[src/rtl/lcd_pkg.sv]
// lcd_pkg: shared definitions for the character-LCD write engine.
//   - FSM state encoding (localparams plus the enum built from them)
//   - bit positions inside the {rs, rw} control pair
//   - command codes that need the long post-transfer wait
package lcd_pkg;

    localparam logic [2:0] ST_IDLE  = 3'd0;
    localparam logic [2:0] ST_SETUP = 3'd1;
    localparam logic [2:0] ST_PULSE = 3'd2;
    localparam logic [2:0] ST_HOLD  = 3'd3;
    localparam logic [2:0] ST_WAIT  = 3'd4;

    typedef enum logic [2:0] {
        IDLE  = ST_IDLE,
        SETUP = ST_SETUP,
        PULSE = ST_PULSE,
        HOLD  = ST_HOLD,
        WAIT  = ST_WAIT
    } lcd_state_t;

    localparam int LCD_CTRL_RS = 1;
    localparam int LCD_CTRL_RW = 0;

    // Clear display is 8'h01; return home is 8'b0000_001x, so masking off
    // bit 0 and comparing against 8'h02 catches both home encodings.
    localparam logic [7:0] CMD_CLEAR     = 8'h01;
    localparam logic [7:0] CMD_HOME_MASK = 8'hFE;
    localparam logic [7:0] CMD_HOME      = 8'h02;

    // True when the controller needs the long execution time after this entry.
    function automatic logic is_long_cmd(input logic rs, input logic [7:0] data);
        return !rs && ((data == CMD_CLEAR) || ((data & CMD_HOME_MASK) == CMD_HOME));
    endfunction

endpackage

[src/rtl/lcd_bus_writer_fifo.sv]
// sync_fifo: single-clock FIFO with show-ahead read port.
//   clk, rst_n      : clock, asynchronous active-high reset
//   push, push_data : write request and data (ignored when full)
//   pop, pop_data   : read request; pop_data shows the head entry combinationally
//   full, empty     : status decoded from the registered occupancy count
//   count           : number of stored entries
module sync_fifo #(
    parameter int WIDTH = 9,
    parameter int DEPTH = 4
) (
    input  logic                       clk,
    input  logic                       rst_n,
    input  logic                       push,
    input  logic [WIDTH-1:0]           push_data,
    input  logic                       pop,
    output logic [WIDTH-1:0]           pop_data,
    output logic                       full,
    output logic                       empty,
    output logic [$clog2(DEPTH+1)-1:0] count
);

    localparam int AW = $clog2(DEPTH);
    localparam int CW = $clog2(DEPTH+1);

    logic [WIDTH-1:0] mem [DEPTH];
    logic [AW-1:0]    wr_ptr;
    logic [AW-1:0]    rd_ptr;
    logic             do_push;
    logic             do_pop;

    assign do_push  = push && !full;
    assign do_pop   = pop && !empty;
    assign full     = (count == CW'(DEPTH));
    assign empty    = (count == '0);
    assign pop_data = mem[rd_ptr];

    // Pointers wrap naturally because DEPTH is a power of two.
    always_ff @(posedge clk or posedge rst_n) begin
        if (rst_n) begin
            wr_ptr <= '0;
            rd_ptr <= '0;
            count  <= '0;
        end else begin
            if (do_push) begin
                wr_ptr <= wr_ptr + 1'b1;
            end
            if (do_pop) begin
                rd_ptr <= rd_ptr + 1'b1;
            end
            case ({do_push, do_pop})
                2'b10:   count <= count + 1'b1;
                2'b01:   count <= count - 1'b1;
                default: count <= count;
            endcase
        end
    end

    // Storage needs no reset; occupancy is tracked by count.
    always_ff @(posedge clk) begin
        if (do_push) begin
            mem[wr_ptr] <= push_data;
        end
    end

endmodule

[src/rtl/lcd_bus_writer.sv]
// lcd_bus_writer: FIFO-buffered write engine for a character LCD port.
//   clk, rst_n          : clock, asynchronous active-high reset
//   wr_valid, wr_ready  : write handshake (ready = FIFO not full)
//   wr_rs, wr_data      : register select (0 cmd, 1 data) and byte
//   lcd_data, lcd_ctrl  : LCD bus and {rs, rw}; rw is always 0
//   lcd_enable          : LCD E strobe
//   busy                : FIFO non-empty or a transfer/wait in progress
//   overflow            : sticky, set when a write is offered while not ready
module lcd_bus_writer
    import lcd_pkg::*;
#(
    parameter int BUS_WIDTH    = 8,
    parameter int FIFO_DEPTH   = 4,
    parameter int SETUP_CYCLES = 2,
    parameter int PULSE_CYCLES = 4,
    parameter int HOLD_CYCLES  = 2,
    parameter int BUSY_CYCLES  = 40,
    parameter int CLEAR_CYCLES = 1600
) (
    input  logic                 clk,
    input  logic                 rst_n,
    input  logic                 wr_valid,
    output logic                 wr_ready,
    input  logic                 wr_rs,
    input  logic [7:0]           wr_data,
    output logic [BUS_WIDTH-1:0] lcd_data,
    output logic [1:0]           lcd_ctrl,
    output logic                 lcd_enable,
    output logic                 busy,
    output logic                 overflow
);

    if ((BUS_WIDTH != 8) && (BUS_WIDTH != 4)) begin : g_bad_bus_width
        $error("lcd_bus_writer: BUS_WIDTH must be 4 or 8");
    end

    localparam int CW  = $clog2(CLEAR_CYCLES + 1);
    localparam int FCW = $clog2(FIFO_DEPTH + 1);

    // Counter reload values: each phase lasts N cycles, counting N-1 down to 0.
    localparam logic [CW-1:0] SETUP_LOAD = CW'(SETUP_CYCLES - 1);
    localparam logic [CW-1:0] PULSE_LOAD = CW'(PULSE_CYCLES - 1);
    localparam logic [CW-1:0] HOLD_LOAD  = CW'(HOLD_CYCLES - 1);
    localparam logic [CW-1:0] BUSY_LOAD  = CW'(BUSY_CYCLES - 1);
    localparam logic [CW-1:0] CLEAR_LOAD = CW'(CLEAR_CYCLES - 1);

    logic           fifo_full;
    logic           fifo_empty;
    logic [FCW-1:0] fifo_count;
    logic [8:0]     fifo_head;
    logic           fifo_pop;
    logic           push;

    lcd_state_t           state, state_d;
    logic [CW-1:0]        cnt, cnt_d;
    logic                 lat_rs, lat_rs_d;
    logic [7:0]           lat_data, lat_data_d;
    logic                 second_pending, second_pending_d;
    logic [BUS_WIDTH-1:0] lcd_data_d;
    logic [1:0]           lcd_ctrl_d;
    logic                 lcd_enable_d;

    assign wr_ready = !fifo_full;
    assign push     = wr_valid && wr_ready;
    assign busy     = (state != IDLE) || (fifo_count != '0);

    sync_fifo #(
        .WIDTH (9),
        .DEPTH (FIFO_DEPTH)
    ) u_fifo (
        .clk       (clk),
        .rst_n     (rst_n),
        .push      (push),
        .push_data ({wr_rs, wr_data}),
        .pop       (fifo_pop),
        .pop_data  (fifo_head),
        .full      (fifo_full),
        .empty     (fifo_empty),
        .count     (fifo_count)
    );

    // Rejected writes are dropped; the flag stays set until reset.
    always_ff @(posedge clk or posedge rst_n) begin
        if (rst_n) begin
            overflow <= 1'b0;
        end else if (wr_valid && !wr_ready) begin
            overflow <= 1'b1;
        end
    end

    // State register; async reset drops E immediately and abandons any entry.
    always_ff @(posedge clk or posedge rst_n) begin
        if (rst_n) begin
            state          <= IDLE;
            cnt            <= '0;
            lat_rs         <= 1'b0;
            lat_data       <= 8'h00;
            second_pending <= 1'b0;
            lcd_data       <= '0;
            lcd_ctrl       <= 2'b00;
            lcd_enable     <= 1'b0;
        end else begin
            state          <= state_d;
            cnt            <= cnt_d;
            lat_rs         <= lat_rs_d;
            lat_data       <= lat_data_d;
            second_pending <= second_pending_d;
            lcd_data       <= lcd_data_d;
            lcd_ctrl       <= lcd_ctrl_d;
            lcd_enable     <= lcd_enable_d;
        end
    end

    // Next-state logic. Bus values persist by default so WAIT/IDLE hold
    // the last beat. In 4-bit mode the high nibble goes first and the low
    // nibble is queued as a second beat through another SETUP/PULSE/HOLD.
    always_comb begin
        state_d          = state;
        cnt_d            = cnt;
        lat_rs_d         = lat_rs;
        lat_data_d       = lat_data;
        second_pending_d = second_pending;
        lcd_data_d       = lcd_data;
        lcd_ctrl_d       = lcd_ctrl;
        lcd_enable_d     = lcd_enable;
        fifo_pop         = 1'b0;

        case (state)
            IDLE: begin
                if (!fifo_empty) begin
                    fifo_pop                = 1'b1;
                    lat_rs_d                = fifo_head[8];
                    lat_data_d              = fifo_head[7:0];
                    lcd_data_d              = BUS_WIDTH'((BUS_WIDTH == 4) ? {4'h0, fifo_head[7:4]}
                                                                          : fifo_head[7:0]);
                    lcd_ctrl_d[LCD_CTRL_RS] = fifo_head[8];
                    lcd_ctrl_d[LCD_CTRL_RW] = 1'b0;
                    second_pending_d        = (BUS_WIDTH == 4);
                    cnt_d                   = SETUP_LOAD;
                    state_d                 = SETUP;
                end
            end
            SETUP: begin
                if (cnt == '0) begin
                    lcd_enable_d = 1'b1;
                    cnt_d        = PULSE_LOAD;
                    state_d      = PULSE;
                end else begin
                    cnt_d = cnt - 1'b1;
                end
            end
            PULSE: begin
                if (cnt == '0) begin
                    lcd_enable_d = 1'b0;
                    cnt_d        = HOLD_LOAD;
                    state_d      = HOLD;
                end else begin
                    cnt_d = cnt - 1'b1;
                end
            end
            HOLD: begin
                if (cnt == '0) begin
                    if (second_pending) begin
                        second_pending_d = 1'b0;
                        lcd_data_d       = BUS_WIDTH'(lat_data[3:0]);
                        cnt_d            = SETUP_LOAD;
                        state_d          = SETUP;
                    end else begin
                        cnt_d   = is_long_cmd(lat_rs, lat_data) ? CLEAR_LOAD : BUSY_LOAD;
                        state_d = WAIT;
                    end
                end else begin
                    cnt_d = cnt - 1'b1;
                end
            end
            WAIT: begin
                if (cnt == '0) begin
                    state_d = IDLE;
                end else begin
                    cnt_d = cnt - 1'b1;
                end
            end
            default: begin
                state_d = IDLE;
            end
        endcase
    end

endmodule

[config.mk]
export PLATFORM = sky130hd
export DESIGN_NAME = lcd_bus_writer
export DESIGN_NICKNAME = d
export VERILOG_FILES = /design/src/rtl/lcd_pkg.sv /design/src/rtl/lcd_bus_writer_fifo.sv /design/src/rtl/lcd_bus_writer.sv
export SDC_FILE = /design/constraint.sdc
export NUM_CORES = 1
export LEC_CHECK = 0
export CAP_MARGIN = 40
export CELL_PAD_IN_SITES_DETAIL_PLACEMENT = 0
export CELL_PAD_IN_SITES_GLOBAL_PLACEMENT = 2
export CORE_ASPECT_RATIO = 0.8
export CORE_UTILIZATION = 41
export CTS_CLUSTER_DIAMETER = 120
export DETAILED_ROUTE_END_ITERATION = 12
export GPL_TIMING_DRIVEN = 0
export HOLD_SLACK_MARGIN = 0.03
export PLACE_DENSITY = 0.86
export SLEW_MARGIN = 25
export SYNTH_ARGS = -nofsm -noshare
export SYNTH_HDL_FRONTEND = slang
export SYNTH_SLANG_ARGS = --single-unit
[constraint.sdc]
create_clock -name clk -period 3.45 [get_ports clk]
set_input_delay 1.035 -clock clk [delete_from_list [all_inputs] [get_ports clk]]
set_output_delay 1.035 -clock clk [all_outputs]
set_load 0.005 [all_outputs]
==> results by group <==
Critical path
  • Setup slack, reg-to-reg: between 500 and 600 ps
  • Worst r2r path cells: 12
  • R2R Path Start: state[1]$_DFFE_PP0P_
  • Critical Path AT: 2210 ps
  • Critical R2R Capture: u_fifo.count[2]$_DFFE_PP0P_
  • Crit end category: output port
  • CP Launch Type: flip-flop
  • Critical-path maximum fanout: 9
  • Crit Path Class: reg -> out
  • Req. time, crit path: 2410 ps

Floorplan
  • Core ar.: 8060 um2
  • Initial core utilization: 0.431
  • Row Count: 29
  • Die Wd: between 100 and 150 um
  • Die ar.: just under 9000 um2
  • Top-Level Pins: 26
  • Overall die height: 84.3 um

Cells and area
  • Most frequent cells in the layout: 40 x dfrtp_1, 36 x edfxtp_1, 24 x clkdlybuf4s50_1
  • Layout cells sized above 1: 0.161
  • Final #Nets: about 310
  • Leading cell type in the layout, fill and taps excluded: dfrtp_1
  • Area grow syn2layout: 17.9%
  • N_diodes: 0
  • Layout Cells excl Fill: between 400 and 500

STA
  • Post-route minimum period: approximately 3200 ps
  • Setup TNS: 0 ps
  • Slew HR: 0.505
  • Fmax: a little over 0.3 GHz
  • Worst-Margin Slew: ~740 ps
  • # setup viols final: 0
  • Max Slew Vio Count: 0
  • Post-Route Skew: between 10 and 15 ps
  • Post-route clock period utilization: 0.941
  • RSZ-0062 raised after global routing: false
  • Final hold violations: 0

Placement
  • Buffers added on ports: 24
  • Gpl congestion: ~0.77
  • Placed insts: 390
  • DP HPWL: ~4700 um

Power and ir drop
  • Sw Ratio: 0.304
  • Psw: 0.715 mW
  • Clock network power share: 0.283
  • Sequential power share: 0.488
  • Internal Power: approximately 1.6 mW
  • VDD IR-drop max: 0.000329 V
  • Logic pwr share: 0.229
  • PwrDens: about 580 nW/um2
  • LEAKAGE: ~1.7 nW

Logic synthesis
  • Syn Inst Count: about 260
  • Syn_area_per_cell: between 10 and 15 um2
  • Post-synth cell types: ~60
  • Ranking of synthesized cells by area: edfxtp_1 31%, dfrtp_1 29%, mux4_2 5.8%
  • Yosys top cell by area: edfxtp_1
  • Number of flops mapped to enable cells by yosys: 36
  • Ys async rst share: 0.526
  • Cell Area, Synth: 3470 um2
  • Synth warnings: 0
  • Top cell type's share of synthesized area: 0.311
  • Sequential-to-total area share from yosys stat: 0.600
  • Top_reg_cell synth: dfrtp_1
  • Post-Syn Nets: between 200 and 300
  • Register bit total from synthesis: between 70 and 80

Route
  • 1st-iter DRT viols: roughly 170
  • Overall routed net length: 6620 um
  • Total number of vias: approximately 2200
  • Drt pass-1 iters: 4
  • Routed len/inst: 16.3 um
  • Via density: between 5 and 6
  • Drt drc: 0
  • ANT nets after route: 0

Clock network
  • Sink Count: 76
  • Setup repair bufs after CTS: 0
  • CTS clk-pin slew, worst paths: around 90 ps
  • CTS root buf: clkbuf_8
  • Skew-Pair Late Insertion Delay: 350 ps
  • Resize count post-CTS: 0
  • CTS tree: built
  • Hold buffer count at CTS: 0
  • CTS H-tree lvls: 3
  • CTS buffer count: 9
  • CTS Buffer Depth: 2

GRT
  • Antenna violations before repair: 0
  • Largest net degree at the start of global routing: 22
  • GR Overflow Total: 0
  • Total track usage: 0.161
  • First-pass GRT wire length: 10800 um
  • Vias in the first global route: 2053

Worst hold path
  • HP Class: reg -> reg
  • Hold Crit Depth: 1
  • Hold endpoint: lcd_data[4]$_DFFE_PP0P_
  • Min-Delay Startpoint: lcd_data[4]$_DFFE_PP0P_

Job
  • Maxcap violations: 0

Outcome
  • Status: complete, no violations
cell usage after synthesis (2+ instances only):
cell / count
inv_1: 16
o31ai_1: 2
buf_2: 3
xnor2_1: 5
xor2_1: 2
clkbuf_1: 7
o221ai_1: 2
buf_1: 2
a221oi_1: 2
or3_1: 4
nor4_1: 6
nor3_2: 2
a21o_1: 17
buf_4: 2
o22ai_1: 2
ha_1: 6
nor2_1: 6
nand2_1: 8
buf_6: 2
mux2i_1: 4
a31oi_1: 3
o211ai_1: 2
nor3_1: 7
and3_1: 4
and2_1: 11
mux4_2: 9
a21oi_1: 9
o21ai_0: 4
dfrtp_1: 40
or4_4: 2
o21a_1: 2
edfxtp_1: 36
o2111ai_1: 2
power groups by stage:
stage | sequential [mW] | combinational [mW] | clock [mW]
after floorplan | 1.15 | 0.398 | 0
after global placement | 1.16 | 0.536 | 0
after detailed placement | 1.17 | 0.549 | 0
after CTS | 1.15 | 0.550 | 0.682
after global routing | 1.16 | 0.617 | 0.718
final | 1.15 | 0.539 | 0.668
flip-flops by register name, summed over array words and instances, names as in the netlist:
register,flops
cnt,11
lat_data,8
lat_rs,1
lcd_data,8
lcd_enable,1
overflow,1
state,3
u_fifo.count,3
u_fifo.mem,36
u_fifo.rd_ptr,2
u_fifo.wr_ptr,2
stage by stage:
step	instance area, um2	util	power (mW)	hold WS (ps)	setup slack, ps
after floorplan	3470	-	1.55	450	1020
final	4090	0.508	2.36	481	203
after CTS	4080	0.506	2.38	484	17.8
after global placement	3850	0.478	1.70	458	372
after global routing	4090	0.508	2.50	499	41.7
after detailed placement	3870	0.481	1.72	458	410
final cells by class:
class	instances	area (um2)
Fill cell	715	3960
Inverter	17	63.8
Clock inverter	7	76.3
Clock buffer	9	124
Tap cell	108	135
Sequential cell	76	2080
Multi-Input combinational cell	148	1250
Timing Repair Buffer	26	279
Buffer	16	86.3
worst max-delay path by stage:
stage	startpoint	end	slack (ps)
global placement	state[2]$_DFFE_PP0P_	u_fifo.count[2]$_DFFE_PP0P_	370
CTS	state[1]$_DFFE_PP0P_	busy	20
detailed placement	state[1]$_DFFE_PP0P_	u_fifo.count[2]$_DFFE_PP0P_	410
global route	state[1]$_DFFE_PP0P_	busy	40
floorplan	state[1]$_DFFE_PP0P_	u_fifo.count[2]$_DFFE_PP0P_	1020
finish	state[1]$_DFFE_PP0P_	busy	200
worst max-delay path: stages, from the launching register on:
cell and delay (ps):
dfrtp_1 380, clkbuf_1 230, nor3_4 450, and2_1 270
inv_1 90, clkdlybuf4s50_1 440
logic make-up after synthesis:
| group | after synthesis | synth area share |
|---|---|---|
| AO/OA/AOI/OAI | 59 | 0.130 |
| XOR/XNOR | 7 | 0.0177 |
| adder cells (fa/ha/maj) | 7 | 0.0274 |
| buffers and inverters | 33 | 0.0432 |
| flip-flops | 76 | 0.600 |
| multiplexers | 16 | 0.0807 |
| other | 1 | 0.00108 |
| AND/OR/NAND/NOR | 58 | 0.100 |
routing by layer:
layer	GRT usage	part of all wire	vias up
met2	0.237	0.44	54
met3	0.0411	0.052	6
met4	0.0461	0.0076	0
met5	0	0	-
li1	-	-	1052
met1	0.236	0.50	1048
(Power assumes the default switching activity.)
